===== src/rtl/alu_pkg.sv =====
// alu_pkg: ALU opcode encoding, RV32I opcodes and the issue-buffer entry type
package alu_pkg;
  localparam int XLEN = 32;
  typedef enum logic [3:0] {
    ALU_ADD = 4'd0,
    ALU_SUB = 4'd1,
    ALU_AND = 4'd2,
    ALU_OR  = 4'd3,
    ALU_SLT = 4'd4,
    ALU_SLL = 4'd5,
    ALU_SRL = 4'd6,
    ALU_SRA = 4'd7
  } alu_ctrl_t;
  localparam logic [6:0] OPC_OP     = 7'b0110011;
  localparam logic [6:0] OPC_OPIMM  = 7'b0010011;
  localparam logic [6:0] OPC_LOAD   = 7'b0000011;
  localparam logic [6:0] OPC_STORE  = 7'b0100011;
  localparam logic [6:0] OPC_BRANCH = 7'b1100011;
  localparam logic [6:0] OPC_LUI    = 7'b0110111;
  localparam logic [6:0] OPC_AUIPC  = 7'b0010111;
  localparam logic [6:0] OPC_JAL    = 7'b1101111;
  localparam logic [6:0] OPC_JALR   = 7'b1100111;
  typedef struct packed {
    alu_ctrl_t       alu_ctr;
    logic [XLEN-1:0] var1;
    logic [XLEN-1:0] var2;
    logic [XLEN-1:0] pc;
    logic [4:0]      rd;
    logic            is_branch;
    logic            br_invert;
    logic            illegal;
  } issue_entry_t;
endpackage


===== src/rtl/alu_decode.sv =====
// alu_decode: combinational decode of one instruction into an issue entry
module alu_decode
  import alu_pkg::*;
(
  input  logic [31:0]     i_instr,
  input  logic [XLEN-1:0] i_pc,
  input  logic [XLEN-1:0] i_rs1_val,
  input  logic [XLEN-1:0] i_rs2_val,
  input  logic [XLEN-1:0] i_imm,
  output issue_entry_t    o_entry
);
  logic [6:0] w_op;
  logic [2:0] w_f3;
  logic       w_f7b5;
  logic       w_arith_ok;
  logic       w_legal;
  logic       w_unused;
  alu_ctrl_t  w_arith;
  assign w_op     = i_instr[6:0];
  assign w_f3     = i_instr[14:12];
  assign w_f7b5   = i_instr[30];
  assign w_unused = ^{i_instr[31], i_instr[29:15]};
  // OP-IMM never yields SUB: bit 30 of an ADDI is immediate, not funct7
  assign w_arith = w_f3 == 3'd0 ? ((w_f7b5 && w_op == OPC_OP) ? ALU_SUB : ALU_ADD) :
                   w_f3 == 3'd1 ? ALU_SLL :
                   w_f3 == 3'd2 ? ALU_SLT :
                   w_f3 == 3'd5 ? (w_f7b5 ? ALU_SRA : ALU_SRL) :
                   w_f3 == 3'd6 ? ALU_OR : ALU_AND;
  assign w_arith_ok = w_f3 != 3'd3 && w_f3 != 3'd4;
  always_comb begin
    o_entry           = '0;
    o_entry.pc        = i_pc;
    o_entry.var1      = i_rs1_val;
    o_entry.var2      = i_rs2_val;
    o_entry.rd        = i_instr[11:7];
    o_entry.alu_ctr   = ALU_ADD;
    w_legal           = 1'b1;
    case (w_op)
      OPC_OP: begin
        o_entry.alu_ctr = w_arith;
        w_legal         = w_arith_ok;
      end
      OPC_OPIMM: begin
        o_entry.alu_ctr = w_arith;
        o_entry.var2    = i_imm;
        w_legal         = w_arith_ok;
      end
      OPC_LOAD, OPC_JALR: o_entry.var2 = i_imm;
      OPC_STORE: begin
        o_entry.var2 = i_imm;
        o_entry.rd   = '0;
      end
      OPC_LUI: begin
        o_entry.var1 = '0;
        o_entry.var2 = i_imm;
      end
      OPC_AUIPC, OPC_JAL: begin
        o_entry.var1 = i_pc;
        o_entry.var2 = i_imm;
      end
      OPC_BRANCH: begin
        o_entry.alu_ctr   = w_f3[2] ? ALU_SLT : ALU_SUB;
        o_entry.br_invert = w_f3[2] ^ w_f3[0];
        o_entry.is_branch = 1'b1;
        o_entry.rd        = '0;
        w_legal           = !w_f3[1];
      end
      default: w_legal = 1'b0;
    endcase
    // illegal entries still issue so the trap path downstream can see them
    if (!w_legal) begin
      o_entry.alu_ctr   = ALU_ADD;
      o_entry.rd        = '0;
      o_entry.is_branch = 1'b0;
      o_entry.br_invert = 1'b0;
    end
    o_entry.illegal = !w_legal;
  end
endmodule


===== src/rtl/alu_issue_stage.sv =====
// alu_issue_stage: ID/EX issue register for the ALU, two-entry skid buffer with flush
module alu_issue_stage
  import alu_pkg::*;
#(
  parameter int ADDR_W = XLEN
) (
  input  logic              clk,
  input  logic              rst,
  input  logic              flush,
  input  logic              in_valid,
  output logic              in_ready,
  input  logic [31:0]       in_instr,
  input  logic [ADDR_W-1:0] in_pc,
  input  logic [ADDR_W-1:0] in_rs1_val,
  input  logic [ADDR_W-1:0] in_rs2_val,
  input  logic [ADDR_W-1:0] in_imm,
  output logic              out_valid,
  input  logic              out_ready,
  output logic [3:0]        out_alu_ctr,
  output logic [ADDR_W-1:0] out_var1,
  output logic [ADDR_W-1:0] out_var2,
  output logic [ADDR_W-1:0] out_pc,
  output logic [4:0]        out_rd,
  output logic              out_is_branch,
  output logic              out_br_invert,
  output logic              out_illegal
);
  issue_entry_t w_dec;
  issue_entry_t r_main;
  issue_entry_t r_skid;
  logic         r_main_valid;
  logic         r_skid_valid;
  logic         w_acc;
  logic         w_main_free;
  alu_decode u_decode (
    .i_instr   (in_instr),
    .i_pc      (in_pc),
    .i_rs1_val (in_rs1_val),
    .i_rs2_val (in_rs2_val),
    .i_imm     (in_imm),
    .o_entry   (w_dec)
  );
  assign in_ready    = !r_skid_valid;
  assign w_acc       = in_valid && in_ready;
  assign w_main_free = !r_main_valid || out_ready;
  always_ff @(posedge clk) begin
    if (rst) begin
      r_main       <= '0;
      r_skid       <= '0;
      r_main_valid <= 1'b0;
      r_skid_valid <= 1'b0;
    end else if (flush) begin
      r_main_valid <= 1'b0;
      r_skid_valid <= 1'b0;
    end else if (w_main_free) begin
      r_main_valid <= r_skid_valid || w_acc;
      r_skid_valid <= 1'b0;
      if (r_skid_valid) r_main <= r_skid;
      else if (w_acc) r_main <= w_dec;
    end else if (w_acc) begin
      r_skid       <= w_dec;
      r_skid_valid <= 1'b1;
    end
  end
  assign out_valid     = r_main_valid;
  assign out_alu_ctr   = r_main.alu_ctr;
  assign out_var1      = r_main.var1;
  assign out_var2      = r_main.var2;
  assign out_pc        = r_main.pc;
  assign out_rd        = r_main.rd;
  assign out_is_branch = r_main.is_branch;
  assign out_br_invert = r_main.br_invert;
  assign out_illegal   = r_main.illegal;
endmodule


===== config.mk =====
export PLATFORM = sky130hd
export DESIGN_NAME = alu_issue_stage
export DESIGN_NICKNAME = d
export VERILOG_FILES = /design/src/rtl/alu_pkg.sv /design/src/rtl/alu_decode.sv /design/src/rtl/alu_issue_stage.sv
export SDC_FILE = /design/constraint.sdc
export NUM_CORES = 1
export LEC_CHECK = 0
export BUFFER_PORTS_ARGS = -buffer_cell sky130_fd_sc_hd__buf_2
export CORE_ASPECT_RATIO = 1.4
export CORE_MARGIN = 2
export CORE_UTILIZATION = 49
export CTS_BUF_LIST = sky130_fd_sc_hd__clkbuf_8
export DETAILED_ROUTE_END_ITERATION = 10
export PLACE_DENSITY_LB_ADDON = 0.25
export SYNTH_ARGS = -nofsm -noshare
export SYNTH_HDL_FRONTEND = slang
export SYNTH_SLANG_ARGS = --single-unit

===== constraint.sdc =====
create_clock -name clk -period 1.65 [get_ports clk]
set_input_delay 0.0825 -clock clk [delete_from_list [all_inputs] [get_ports clk]]
set_output_delay 0.0825 -clock clk [all_outputs]
set_load 0.02 [all_outputs]

==> reports/metrics.json, run 1 <==
{
  "die": {
    "std_cell_rows": 61,
    "die-area_sq_um": 21010,
    "top_level_ports": 275,
    "fp.coreArea_sq_um": 19690,
    "initial_utilization_pct": 49.40,
    "floorplan.die.height_um": 170.7,
    "die_w_um": 123.1
  },
  "synth": {
    "synthesis.yosys.warnings": 0,
    "post_synthesis_cell_area_sq_um": 9728,
    "synth.lib_cells_used.distinct": 45,
    "ys_async_sr_fraction_pct": 0,
    "most_frequently_used_flop_master_after_synthesis": "dfxtp_1",
    "synth-edff-count": 0,
    "syn_inst": 1093,
    "postSynthRegisterBits": 216,
    "synthDominantAreaCellType": "dfxtp_1",
    "synthesis.nets": 1258,
    "synthDominantCellAreaShare_pct": 44.45,
    "synth.avg_cell_area_sq_um": 8.900,
    "seq_area_frac_synth_pct": 44.45,
    "synth.area.top_cells": "dfxtp_1, mux2i_1, o41ai_2"
  },
  "global_route": {
    "first_global_vias": 10010,
    "number_of_antenna_violations_at_the_first_check_in_global_routing": 0,
    "grt_first_pass_wirelength_mm": 49.67,
    "grt_start_max_net_pins": 97,
    "gr-total-overflow": 0,
    "globalRouteTotalUtil_pct": 28.96
  },
  "timing": {
    "whs_ps": 1.377,
    "maxSlewViolCount": 0,
    "grt_setup_unrepaired": "false",
    "period_minus_slack_ps": 1577,
    "relSlewSlack_pct": 65.37,
    "clock_skew_ps": 19.54,
    "timing.final.crit_share_pct": 95.58,
    "finalSetupViolations": 0,
    "timing_worst_slew_pin_value_ps": 518.2,
    "timing.fmax_mhz": 634.1,
    "timing.final.hold_violations": 0
  },
  "drt": {
    "finalWirelength_mm": 31.57,
    "drc": 0,
    "final_antenna_net_count": 0,
    "dr_vias": 10240,
    "detailedRoute.firstIterationViolations": 728,
    "viasPerCell": 5.822,
    "drt_first_pass_iters": 5,
    "avgRoutedWirePerCell_um": 17.96
  },
  "clock_network": {
    "tritoncts.num_buffers": 36,
    "cts.root.buffer_cell": "clkbuf_8",
    "clk-insertion-delay-late_ps": 520,
    "cts_tree": "built",
    "cts_sinks": 216,
    "clock_path_buffers": 3,
    "clock_transition_time_at_the_flip_flop_clock_pins_of_the_worst_setup_and_hold_paths_ps": 60,
    "maximum_level_of_the_cts_h_tree": 2
  },
  "place": {
    "globalplace.congestion": 0.8280,
    "detailedPlacementHpwl_mm": 18.21,
    "buffer_ports.inserted": 257,
    "placed_cell_area_sq_um": 11550
  },
  "setup_path": {
    "worst_path_largest_cell_delay_ps": 410,
    "critical_path.slowest_cell": "or3_4",
    "timing_worst_setup_path_type": "flop to flop",
    "crit_path_max_fanout": 64,
    "crit_chain": "nor2b_4 > or3_4 > buf_12 > o41ai_1",
    "path_delay_family": "simple AND/OR/NAND/NOR gates",
    "worst-endpoint-required_ps": 2050,
    "critical_path_depth": 4,
    "worst-endpoint-arrival_ps": 1970,
    "worstRegToRegCells": 4,
    "cp-end-kind": "flop",
    "path_buf_inv": 1,
    "start_kind": "flop"
  },
  "final_layout": {
    "final_cell_mix": "buf_2, dfxtp_1, dlygate4sd3_1, nor2_1, nand2_1",
    "layout.cells.most_common": "buf_2",
    "drive_above_1_share_pct": 30.01,
    "finalNetCount": 1647,
    "layout.cell_area.non_filler_sq_um": 13850,
    "syn2layout_area_growth_pct": 42.34,
    "count_of_antenna_diodes_in_the_layout": 0
  },
  "worst_hold_path": {
    "hold_depth": 3,
    "hp-class": "input port to flop"
  },
  "pwr": {
    "p_per_area_nw_per_um2": 842.3,
    "irDropWorstVdd_v": 0.0004758,
    "leakage_nw": 5.620
  },
  "job": {
    "cap_violations": 0
  },
  "run_status": {
    "outcome": "finished, final reports clean"
  }
}
## power breakdown
group / switching [mW] / internal, mW / total [mW]
clock network: 2.14 / 2.31 / 4.45
registers: 0.0969 / 5.39 / 5.49
logic: 0.951 / 0.774 / 1.72
## Yosys cell counts (2+ instances only)
cell	count
a211oi_1	34
mux2i_1	66
a221oi_2	28
nand3b_1	2
nor2b_1	3
nor3_1	69
buf_6	5
nand2_1	103
a21oi_1	76
inv_1	5
a32o_1	5
buf_1	2
nor2_1	109
dfxtp_1	216
nand2b_1	4
clkbuf_1	97
a21o_1	2
o32ai_1	7
buf_2	8
o41ai_1	5
buf_4	5
o21ai_0	79
and3_1	8
a31oi_1	33
o22ai_1	2
a221oi_1	37
nand3_1	38
o41ai_2	28
## tightest hold or removal path: stages
cell and delay [ps]:
buf_2 140, nor2_4 140, a211oi_1 90
## layer usage
metal | vias to the layer above | part of all wire (%) | global-route usage [%]
met2 | 412 | 50 | 49.72
met5 | - | 0 | 0
met3 | 91 | 6.4 | 5.367
li1 | 4835 | - | -
met4 | 0 | 3.4 | 11.96
met1 | 4897 | 41 | 35.28
## cell families (layout without fill, tap and decap cells)
logic type / Yosys count / count (layout) / synth area share, %
mux: 66 / 66 / 6.791
flops: 216 / 216 / 44.45
simple gates: 344 / 344 / 15.51
xor+xnor: 1 / 1 / 0.09005
other cells: 1 / 1 / 0.03855
compound gates: 343 / 343 / 27.73
buf+inv: 122 / 535 / 5.389
## sequential cells by signal (all words and copies together) (netlist names)
signal	cells
out_alu_ctr	3
out_br_invert	1
out_illegal	1
out_is_branch	1
out_pc	32
out_rd	5
out_valid	1
out_var1	32
out_var2	32
r_skid	107
r_skid_valid	1
## timing repair
action | 4_1_cts | 5_1_grt
cloned | 3 | 0
setup endpoints to repair | 24 | 91
pin swaps | 0 | 1
gates resized for setup | 6 | 12
hold buffers | 138 | 0
setup buffers | 1 | 6
endpoints found under the hold margin | 173 | 0
## worst paths after layout
path                                  from     endpoint  slack (ps)
worst max-delay path             out_valid  out_var1[1]          70
worst min-delay path              in_valid    out_valid           1
worst max register to register   out_valid  out_var1[1]          70
worst min register to register  r_skid[22]   r_skid[22]         450
## area by class of cell
class	instances	area (sq um)
fillers	1525	5844
multi-input cells	755	4967
well taps	252	315.3
flip-flops and latches	216	4328
clock buffers	42	578.1
inverters	5	23.77
repair buffers	468	3550
clock inverters	20	85.08
## metrics by stage
stage	total power [mW]	utilization [%]	setup WS (ps)	instances	setup TNS (ps)
floorplan	6.397	-	-3.125	1093	-31.25
global placement	6.981	58.68	-117.9	1548	-10490
detailed placement	7.008	58.68	-200.2	1548	-16970
CTS	11.66	69.72	13.66	1752	0
global route	12.10	70.32	13.34	1758	0
finish	11.66	70.32	73.00	1758	0
Note: power is estimated with default switching activity, not from simulation.
==> inputs of run 2 (changes only) <==
--- a/config.mk
+++ b/config.mk
@@ -8,10 +8,11 @@
 export BUFFER_PORTS_ARGS = -buffer_cell sky130_fd_sc_hd__buf_2
 export CORE_ASPECT_RATIO = 1.4
 export CORE_MARGIN = 2
-export CORE_UTILIZATION = 49
+export CORE_UTILIZATION = 38
 export CTS_BUF_LIST = sky130_fd_sc_hd__clkbuf_8
 export DETAILED_ROUTE_END_ITERATION = 10
 export PLACE_DENSITY_LB_ADDON = 0.25
+export RECOVER_POWER = 50
 export SYNTH_ARGS = -nofsm -noshare
 export SYNTH_HDL_FRONTEND = slang
 export SYNTH_SLANG_ARGS = --single-unit
==> run 2 against run 1 <==
Net effect:
- clock-buffer cell count increased by 1
- global-route usage decreased by 6.7 points
- combinational power about the same
- sequential cell count unchanged
- critical path depth unchanged
- critical path type unchanged
- largest cell class unchanged
==> reports/metrics.json, run 2 (synthesis results as in run 1) <==
{
  "run_status": {
    "outcome": {"value": "finished, final reports clean", "change": "unchanged"}
  },
  "final_layout": {
    "drive_above_1_share": {"value": 22.83, "unit": "%", "change": "was 30.01%"},
    "syn2layout_area_growth": {"value": 42.11, "unit": "%", "change": "was 42.34%"},
    "count_of_antenna_diodes_in_the_layout": {"value": 0, "change": "unchanged"},
    "final_cell_mix": {"value": "dfxtp_1, buf_2, dlygate4sd3_1, nor2_1, clkbuf_1", "change": "was buf_2, dfxtp_1, dlygate4sd3_1, nor2_1, nand2_1"},
    "largest_register_ffs": {"value": 107, "change": "unchanged"},
    "layoutNonFillerInstCount": {"value": 1817, "change": "was 1,758"},
    "layout.cell_area.non_filler": {"value": 13820, "unit": "sq um", "change": "was 13,850 sq um"},
    "n_fill_cell": {"value": 2281, "change": "was 1,525"},
    "top_register": {"value": "r_skid", "change": "unchanged"},
    "layout.cells.most_common": {"value": "dfxtp_1", "change": "was buf_2"},
    "utilization": {"value": 54.65, "unit": "%", "change": "was 70.32%"},
    "finalNetCount": {"value": 1643, "change": "was 1,647"}
  },
  "drt": {
    "final_antenna_net_count": {"value": 0, "change": "unchanged"},
    "detailedRoute.firstIterationViolations": {"value": 560, "change": "was 728"},
    "avgRoutedWirePerCell": {"value": 17.83, "unit": "um", "change": "was 17.96 um"},
    "drc": {"value": 0, "change": "unchanged"},
    "drt_first_pass_iters": {"value": 5, "change": "unchanged"},
    "dr_vias": {"value": 9996, "change": "was 10,240"},
    "finalWirelength": {"value": 32.39, "unit": "mm", "change": "was 31.57 mm"},
    "viasPerCell": {"value": 5.501, "change": "was 5.822"}
  },
  "global_route": {
    "grt_first_pass_wirelength": {"value": 50.49, "unit": "mm", "change": "was 49.67 mm"},
    "number_of_antenna_violations_at_the_first_check_in_global_routing": {"value": 0, "change": "unchanged"},
    "globalRouteTotalUtil": {"value": 22.28, "unit": "%", "change": "was 28.96%"},
    "gr-total-overflow": {"value": 0, "change": "unchanged"},
    "grt_start_max_net_pins": {"value": 76, "change": "was 97"},
    "first_global_vias": {"value": 9857, "change": "was 10,010"}
  },
  "pwr": {
    "internal_power": {"value": 8.656, "unit": "mW", "change": "was 8.474 mW"},
    "clkPwrFrac": {"value": 38.9, "unit": "%", "change": "was 38.1%"},
    "switching_share": {"value": 27.05, "unit": "%", "change": "was 27.35%"},
    "design_power_total": {"value": 11.87, "unit": "mW", "change": "was 11.66 mW"},
    "leakage": {"value": 5.176, "unit": "nW", "change": "was 5.620 nW"},
    "pwr-share-comb": {"value": 14.8, "unit": "%", "change": "about the same"},
    "share_of_power_burned_in_registers": {"value": 46.3, "unit": "%", "change": "was 47.1%"},
    "irDropWorstVdd": {"value": 0.0007365, "unit": "V", "change": "was 0.0004758 V"},
    "p_per_area": {"value": 858.3, "unit": "nW/um^2", "change": "was 842.3 nW/um^2"},
    "power.switching": {"value": 3.210, "unit": "mW", "change": "was 3.189 mW"}
  },
  "die": {
    "die-area": {"value": 26910, "unit": "sq um", "change": "was 21,010 sq um"},
    "floorplan.die.height": {"value": 193.3, "unit": "um", "change": "was 170.7 um"},
    "die_w": {"value": 139.2, "unit": "um", "change": "was 123.1 um"},
    "std_cell_rows": {"value": 69, "change": "was 61"},
    "fp.coreArea": {"value": 25300, "unit": "sq um", "change": "was 19,690 sq um"},
    "top_level_ports": {"value": 275, "change": "unchanged"},
    "initial_utilization": {"value": 38.46, "unit": "%", "change": "was 49.40%"}
  },
  "setup_path": {
    "timing.reg2reg.setup_slack": {"value": 50, "unit": "ps", "change": "was 70 ps"},
    "path_delay_family": {"value": "simple AND/OR/NAND/NOR gates", "change": "unchanged"},
    "worst-endpoint-required": {"value": 2070, "unit": "ps", "change": "was 2050 ps"},
    "worst_path_largest_cell_delay": {"value": 490, "unit": "ps", "change": "was 410 ps"},
    "start_kind": {"value": "flop", "change": "unchanged"},
    "worst-endpoint-arrival": {"value": 2020, "unit": "ps", "change": "was 1970 ps"},
    "worstRegToRegCells": {"value": 4, "change": "unchanged"},
    "cp-end-kind": {"value": "flop", "change": "unchanged"},
    "path_buf_inv": {"value": 1, "change": "unchanged"},
    "timing_worst_setup_path_type": {"value": "flop to flop", "change": "unchanged"},
    "crit_chain": {"value": "nor2_1 > or3_4 > clkbuf_16 > o41ai_2", "change": "was nor2b_4 > or3_4 > buf_12 > o41ai_1"},
    "regToRegEndpoint": {"value": "out_var1[21]", "change": "was out_var1[1]"},
    "critical_path.slowest_cell": {"value": "or3_4", "change": "unchanged"},
    "r2r-start": {"value": "r_skid_valid", "change": "was out_valid"},
    "crit_path_max_fanout": {"value": 17, "change": "was 64"}
  },
  "timing": {
    "timing.fmax": {"value": 624.8, "unit": "MHz", "change": "was 634.1 MHz"},
    "timing_worst_slew_pin_value": {"value": 501.4, "unit": "ps", "change": "was 518.2 ps"},
    "timing.final.hold_violations": {"value": 0, "change": "unchanged"},
    "setup_total_negative_slack": {"value": 0, "unit": "ps", "change": "unchanged"},
    "period_minus_slack": {"value": 1601, "unit": "ps", "change": "was 1577 ps"},
    "timing.final.crit_share": {"value": 97.00, "unit": "%", "change": "was 95.58%"},
    "relSlewSlack": {"value": 66.58, "unit": "%", "change": "was 65.37%"},
    "grt_setup_unrepaired": {"value": "true", "change": "was false"},
    "maxSlewViolCount": {"value": 0, "change": "unchanged"},
    "finalSetupViolations": {"value": 0, "change": "unchanged"},
    "clock_skew": {"value": 12.69, "unit": "ps", "change": "was 19.54 ps"}
  },
  "place": {
    "placed_cell_area": {"value": 11620, "unit": "sq um", "change": "was 11,550 sq um"},
    "globalplace.congestion": {"value": 0.8203, "change": "was 0.8280"},
    "buffer_ports.inserted": {"value": 257, "change": "unchanged"},
    "detailedPlacementHpwl": {"value": 18.95, "unit": "mm", "change": "was 18.21 mm"},
    "placed_cells": {"value": 1613, "change": "was 1,548"}
  },
  "clock_network": {
    "cts_tree": {"value": "built", "change": "unchanged"},
    "clock_path_buffers": {"value": 3, "change": "unchanged"},
    "clock_transition_time_at_the_flip_flop_clock_pins_of_the_worst_setup_and_hold_paths": {"value": 60, "unit": "ps", "change": "about the same"},
    "maximum_level_of_the_cts_h_tree": {"value": 2, "change": "unchanged"},
    "tritoncts.num_buffers": {"value": 36, "change": "unchanged"},
    "clk-insertion-delay-late": {"value": 510, "unit": "ps", "change": "was 520 ps"},
    "cts.root.buffer_cell": {"value": "clkbuf_8", "change": "unchanged"},
    "cts_sinks": {"value": 216, "change": "unchanged"}
  },
  "worst_hold_path": {
    "hp-class": {"value": "input port to flop", "change": "unchanged"},
    "hold_path_end": {"value": "r_skid[1]", "change": "was out_valid"},
    "hp-start": {"value": "in_instr[12]", "change": "was in_valid"},
    "hold_depth": {"value": 5, "change": "was 3"}
  },
  "job": {
    "cap_violations": {"value": 0, "change": "unchanged"}
  }
}
-- run 2: final cells by class --
type                       count  area (sq um)  share of cell area, %
tap                          319         399.1                  2.887
clock buffer                  43         591.8                  4.281
clock inverter                15         83.83                 0.6064
timing repair buffer         464          3401                  24.60
sequential                   216          4329                  31.32
multi-input combinational    755          5001                  36.18
inverter                       5         18.77                 0.1358
-- run 2: power groups by stage --
stage	logic [mW]	clock network, mW	registers (mW)
finish	1.75	4.62	5.49
floorplan	0.627	0	5.77
CTS	1.70	4.73	5.49
global placement	1.42	0	5.60
global route	1.89	4.94	5.51
detailed placement	1.43	0	5.60
-- run 2: worst max path at each step --
stage                 startpoint            to  slack (ps)  cells after the start
floorplan              out_valid    out_pc[10]          -3                      6
global placement     in_instr[6]  out_var2[17]        -150                      8
detailed placement   in_instr[2]   out_var1[5]        -170                      7
CTS                 r_skid_valid      in_ready          -6                      4
global route        r_skid_valid    out_pc[22]         -30                      6
finish              r_skid_valid  out_var1[21]          50                      4
-- run 2: metrics by stage --
step,hold slack [ps],setup slack (ps)
2_1_floorplan,161.0,-3.125
3_3_place_gp,339.3,-152.5
3_5_place_dp,340.1,-170.2
4_1_cts,26.35,-6.150
5_1_grt,74.31,-33.62
6_report,52.59,49.45
-- run 2: what timing repair did --
item | CTS | global route
resized for setup | 10 | 32
pin swaps | 0 | 10
setup endpoints to repair | 61 | 60
endpoints found under the hold margin | 182 | 0
cloned | 0 | 5
hold buffers | 139 | 0
setup buffers | 2 | 0
-- run 2: tightest hold or removal path: stages --
cell	delay, ps
buf_2	140
xnor2_1	120
nor3_1	50
nand2_1	60
a21oi_1	50
-- run 2: per-layer routing --
layer / share of wire, % / vias to the layer above / track usage, %
met5: 0 / - / 0
met3: 5.5 / 64 / 4.183
met4: 2.7 / 0 / 7.931
li1: - / 4824 / -
met2: 49 / 332 / 39.14
met1: 42 / 4776 / 27.06
==> inputs of run 3 (changes only) <==
--- a/config.mk
+++ b/config.mk
@@ -12,7 +12,6 @@
 export CTS_BUF_LIST = sky130_fd_sc_hd__clkbuf_8
 export DETAILED_ROUTE_END_ITERATION = 10
 export PLACE_DENSITY_LB_ADDON = 0.25
-export RECOVER_POWER = 50
 export SYNTH_ARGS = -nofsm -noshare
 export SYNTH_HDL_FRONTEND = slang
 export SYNTH_SLANG_ARGS = --single-unit
==> run 3 against run 2 <==
Net effect:
- wire length shrank 0.25%
- clock-buffer cell count unchanged
- fmax is essentially flat
- largest power group unchanged
==> reports/metrics.json, run 3 (synthesis results as in run 1) <==
{
  "final_layout": {
    "drive_above_1_share": {"value": 30.04, "unit": "%", "change": "was 22.83%"},
    "finalNetCount": {"value": 1643, "change": "unchanged"},
    "final_cell_mix": {"value": "buf_2, dfxtp_1, dlygate4sd3_1, nor2_1, nand2_1", "change": "was dfxtp_1, buf_2, dlygate4sd3_1, nor2_1, clkbuf_1"},
    "syn2layout_area_growth": {"value": 43.54, "unit": "%", "change": "was 42.11%"},
    "count_of_antenna_diodes_in_the_layout": {"value": 0, "change": "unchanged"},
    "top_register": {"value": "r_skid", "change": "unchanged"},
    "largest_register_ffs": {"value": 107, "change": "unchanged"},
    "n_fill_cell": {"value": 2220, "change": "was 2,281"},
    "utilization": {"value": 55.20, "unit": "%", "change": "was 54.65%"},
    "layout.cells.most_common": {"value": "buf_2", "change": "was dfxtp_1"}
  },
  "drt": {
    "routed-wl-met3": {"value": 1.889, "unit": "mm", "change": "was 1.795 mm"},
    "drc": {"value": 0, "change": "unchanged"},
    "dr_vias": {"value": 10010, "change": "was 9,996"},
    "viasPerCell": {"value": 5.509, "change": "was 5.501"},
    "met2_routed_wl": {"value": 16.00, "unit": "mm", "change": "about the same"},
    "detailedRoute.firstIterationViolations": {"value": 581, "change": "was 560"},
    "avgRoutedWirePerCell": {"value": 17.78, "unit": "um", "change": "was 17.83 um"},
    "drt_first_pass_iters": {"value": 5, "change": "unchanged"},
    "final_antenna_net_count": {"value": 0, "change": "unchanged"},
    "finalWirelength": {"value": 32.31, "unit": "mm", "change": "was 32.39 mm"},
    "route.layer.met1.wl": {"value": 13.51, "unit": "mm", "change": "was 13.73 mm"},
    "topmost_layer_with_routed_signal_wires": {"value": "met4", "change": "unchanged"}
  },
  "worst_hold_path": {
    "hp-start": {"value": "in_instr[12]", "change": "unchanged"},
    "hold_path_end": {"value": "r_skid[1]", "change": "unchanged"},
    "hp-class": {"value": "input port to flop", "change": "unchanged"},
    "hold_depth": {"value": 5, "change": "unchanged"}
  },
  "setup_path": {
    "start_kind": {"value": "flop", "change": "unchanged"},
    "worstRegToRegCells": {"value": 4, "change": "unchanged"},
    "crit_path_max_fanout": {"value": 17, "change": "unchanged"},
    "r2r-start": {"value": "r_skid_valid", "change": "unchanged"},
    "timing.reg2reg.setup_slack": {"value": 50, "unit": "ps", "change": "about the same"},
    "timing_worst_setup_path_type": {"value": "flop to flop", "change": "unchanged"},
    "cp-end-kind": {"value": "flop", "change": "unchanged"},
    "worst-endpoint-required": {"value": 2070, "unit": "ps", "change": "about the same"},
    "worst-endpoint-arrival": {"value": 2020, "unit": "ps", "change": "about the same"},
    "regToRegEndpoint": {"value": "out_var1[12]", "change": "was out_var1[21]"}
  },
  "global_route": {
    "globalRouteTotalUtil": {"value": 22.28, "unit": "%", "change": "unchanged"},
    "grt_first_pass_wirelength": {"value": 50.49, "unit": "mm", "change": "unchanged"},
    "first_global_vias": {"value": 9857, "change": "unchanged"},
    "grt_start_max_net_pins": {"value": 76, "change": "unchanged"},
    "number_of_antenna_violations_at_the_first_check_in_global_routing": {"value": 0, "change": "unchanged"},
    "gr-total-overflow": {"value": 0, "change": "unchanged"}
  },
  "die": {
    "die_w": {"value": 139.2, "unit": "um", "change": "unchanged"},
    "die-area": {"value": 26910, "unit": "sq um", "change": "unchanged"},
    "fp.coreArea": {"value": 25300, "unit": "sq um", "change": "unchanged"},
    "initial_utilization": {"value": 38.46, "unit": "%", "change": "unchanged"},
    "floorplan.die.height": {"value": 193.3, "unit": "um", "change": "unchanged"},
    "std_cell_rows": {"value": 69, "change": "unchanged"},
    "top_level_ports": {"value": 275, "change": "unchanged"}
  },
  "place": {
    "globalplace.congestion": {"value": 0.8203, "change": "unchanged"},
    "buffer_ports.inserted": {"value": 257, "change": "unchanged"},
    "detailedPlacementHpwl": {"value": 18.95, "unit": "mm", "change": "unchanged"}
  },
  "pwr": {
    "irDropWorstVdd": {"value": 0.0007362, "unit": "V", "change": "was 0.0007365 V"},
    "p_per_area": {"value": 852.0, "unit": "nW/um^2", "change": "was 858.3 nW/um^2"},
    "leakage": {"value": 5.614, "unit": "nW", "change": "was 5.176 nW"}
  },
  "clock_network": {
    "cts_sinks": {"value": 216, "change": "unchanged"},
    "clock_transition_time_at_the_flip_flop_clock_pins_of_the_worst_setup_and_hold_paths": {"value": 60, "unit": "ps", "change": "about the same"},
    "cts.root.buffer_cell": {"value": "clkbuf_8", "change": "unchanged"},
    "maximum_level_of_the_cts_h_tree": {"value": 2, "change": "unchanged"},
    "tritoncts.num_buffers": {"value": 36, "change": "unchanged"},
    "clk-insertion-delay-late": {"value": 510, "unit": "ps", "change": "about the same"},
    "cts_tree": {"value": "built", "change": "unchanged"},
    "clock_path_buffers": {"value": 3, "change": "unchanged"}
  },
  "timing": {
    "maxSlewViolCount": {"value": 0, "change": "unchanged"},
    "finalSetupViolations": {"value": 0, "change": "unchanged"},
    "timing.fmax": {"value": 624.3, "unit": "MHz", "change": "was 624.8 MHz"},
    "clock_skew": {"value": 11.45, "unit": "ps", "change": "was 12.69 ps"},
    "whs": {"value": 54.38, "unit": "ps", "change": "was 52.59 ps"},
    "period_minus_slack": {"value": 1602, "unit": "ps", "change": "was 1601 ps"},
    "timing.final.crit_share": {"value": 97.08, "unit": "%", "change": "was 97.00%"},
    "grt_setup_unrepaired": {"value": "true", "change": "unchanged"},
    "timing.final.hold_violations": {"value": 0, "change": "unchanged"}
  },
  "job": {
    "cap_violations": {"value": 0, "change": "unchanged"}
  },
  "run_status": {
    "outcome": {"value": "finished, final reports clean", "change": "unchanged"}
  }
}
run 3: changes by cell type in the layout (fill, tap and decap cells not counted):
cell	change
buf_2	+109
buf_4	+1
clkbuf_1	-108
clkbuf_2	-2
clkinv_2	+1
inv_2	-1
run 3: repair_timing:
action / CTS / global route
gates resized for setup: 10 / 32
hold endpoints to repair: 182 / 0
cloned: 0 / 5
setup buffers: 2 / 0
pin swaps: 0 / 10
setup endpoints to repair: 61 / 60
hold buffers: 139 / 0
run 3: worst max path at each step:
stage	start	endpoint	slack, ps	depth (start not counted)
3_3_place_gp	in_instr[6]	out_var2[17]	-150	8
6_report	r_skid_valid	out_var1[12]	50	4
5_1_grt	r_skid_valid	out_pc[22]	-30	6
3_5_place_dp	in_instr[2]	out_var1[5]	-170	7
4_1_cts	r_skid_valid	in_ready	-6	4
2_1_floorplan	out_valid	out_pc[10]	-3	6
run 3: through the flow:
stage          TNS [ps]  std cells  instance area, sq um  power, mW  setup slack [ps]
2_1_floorplan    -31.25       1093                  9779      6.397            -3.125
5_1_grt          -170.2       1817                 13960      12.37            -33.62
3_3_place_gp     -10660       1613                 11620      7.019            -152.5
3_5_place_dp     -14780       1613                 11620      7.034            -170.2
4_1_cts          -6.150       1812                 13750      11.92            -6.150
6_report              0       1817                 13960      11.90             48.10
run 3: layout make-up:
class / count / area (sq um) / area share (%)
clock buffers: 43 / 591.8 / 4.238
flip-flops and latches: 216 / 4329 / 31.00
clock inverters: 15 / 83.83 / 0.6004
multi-input cells: 755 / 5001 / 35.82
well taps: 319 / 399.1 / 2.858
inverters: 5 / 20.02 / 0.1434
repair buffers: 464 / 3538 / 25.34
run 3: critical path: stages, from the launching register on:
cell       delay [ps]
dfxtp_4           380
nor2_1             60
or3_4             490
clkbuf_16         260
o41ai_2           310
run 3: routing by layer:
layer  track usage [%]  vias up
li1                  -     4834
met1             27.06     4758
met2             39.14      349
met3             4.183       69
met4             7.931        0
met5                 0        -
run 3: report_power, final:
group / total, mW / switching, mW / internal [mW]
logic: 1.79 / 0.978 / 0.813
clock network: 4.62 / 2.13 / 2.49
registers: 5.49 / 0.0956 / 5.39
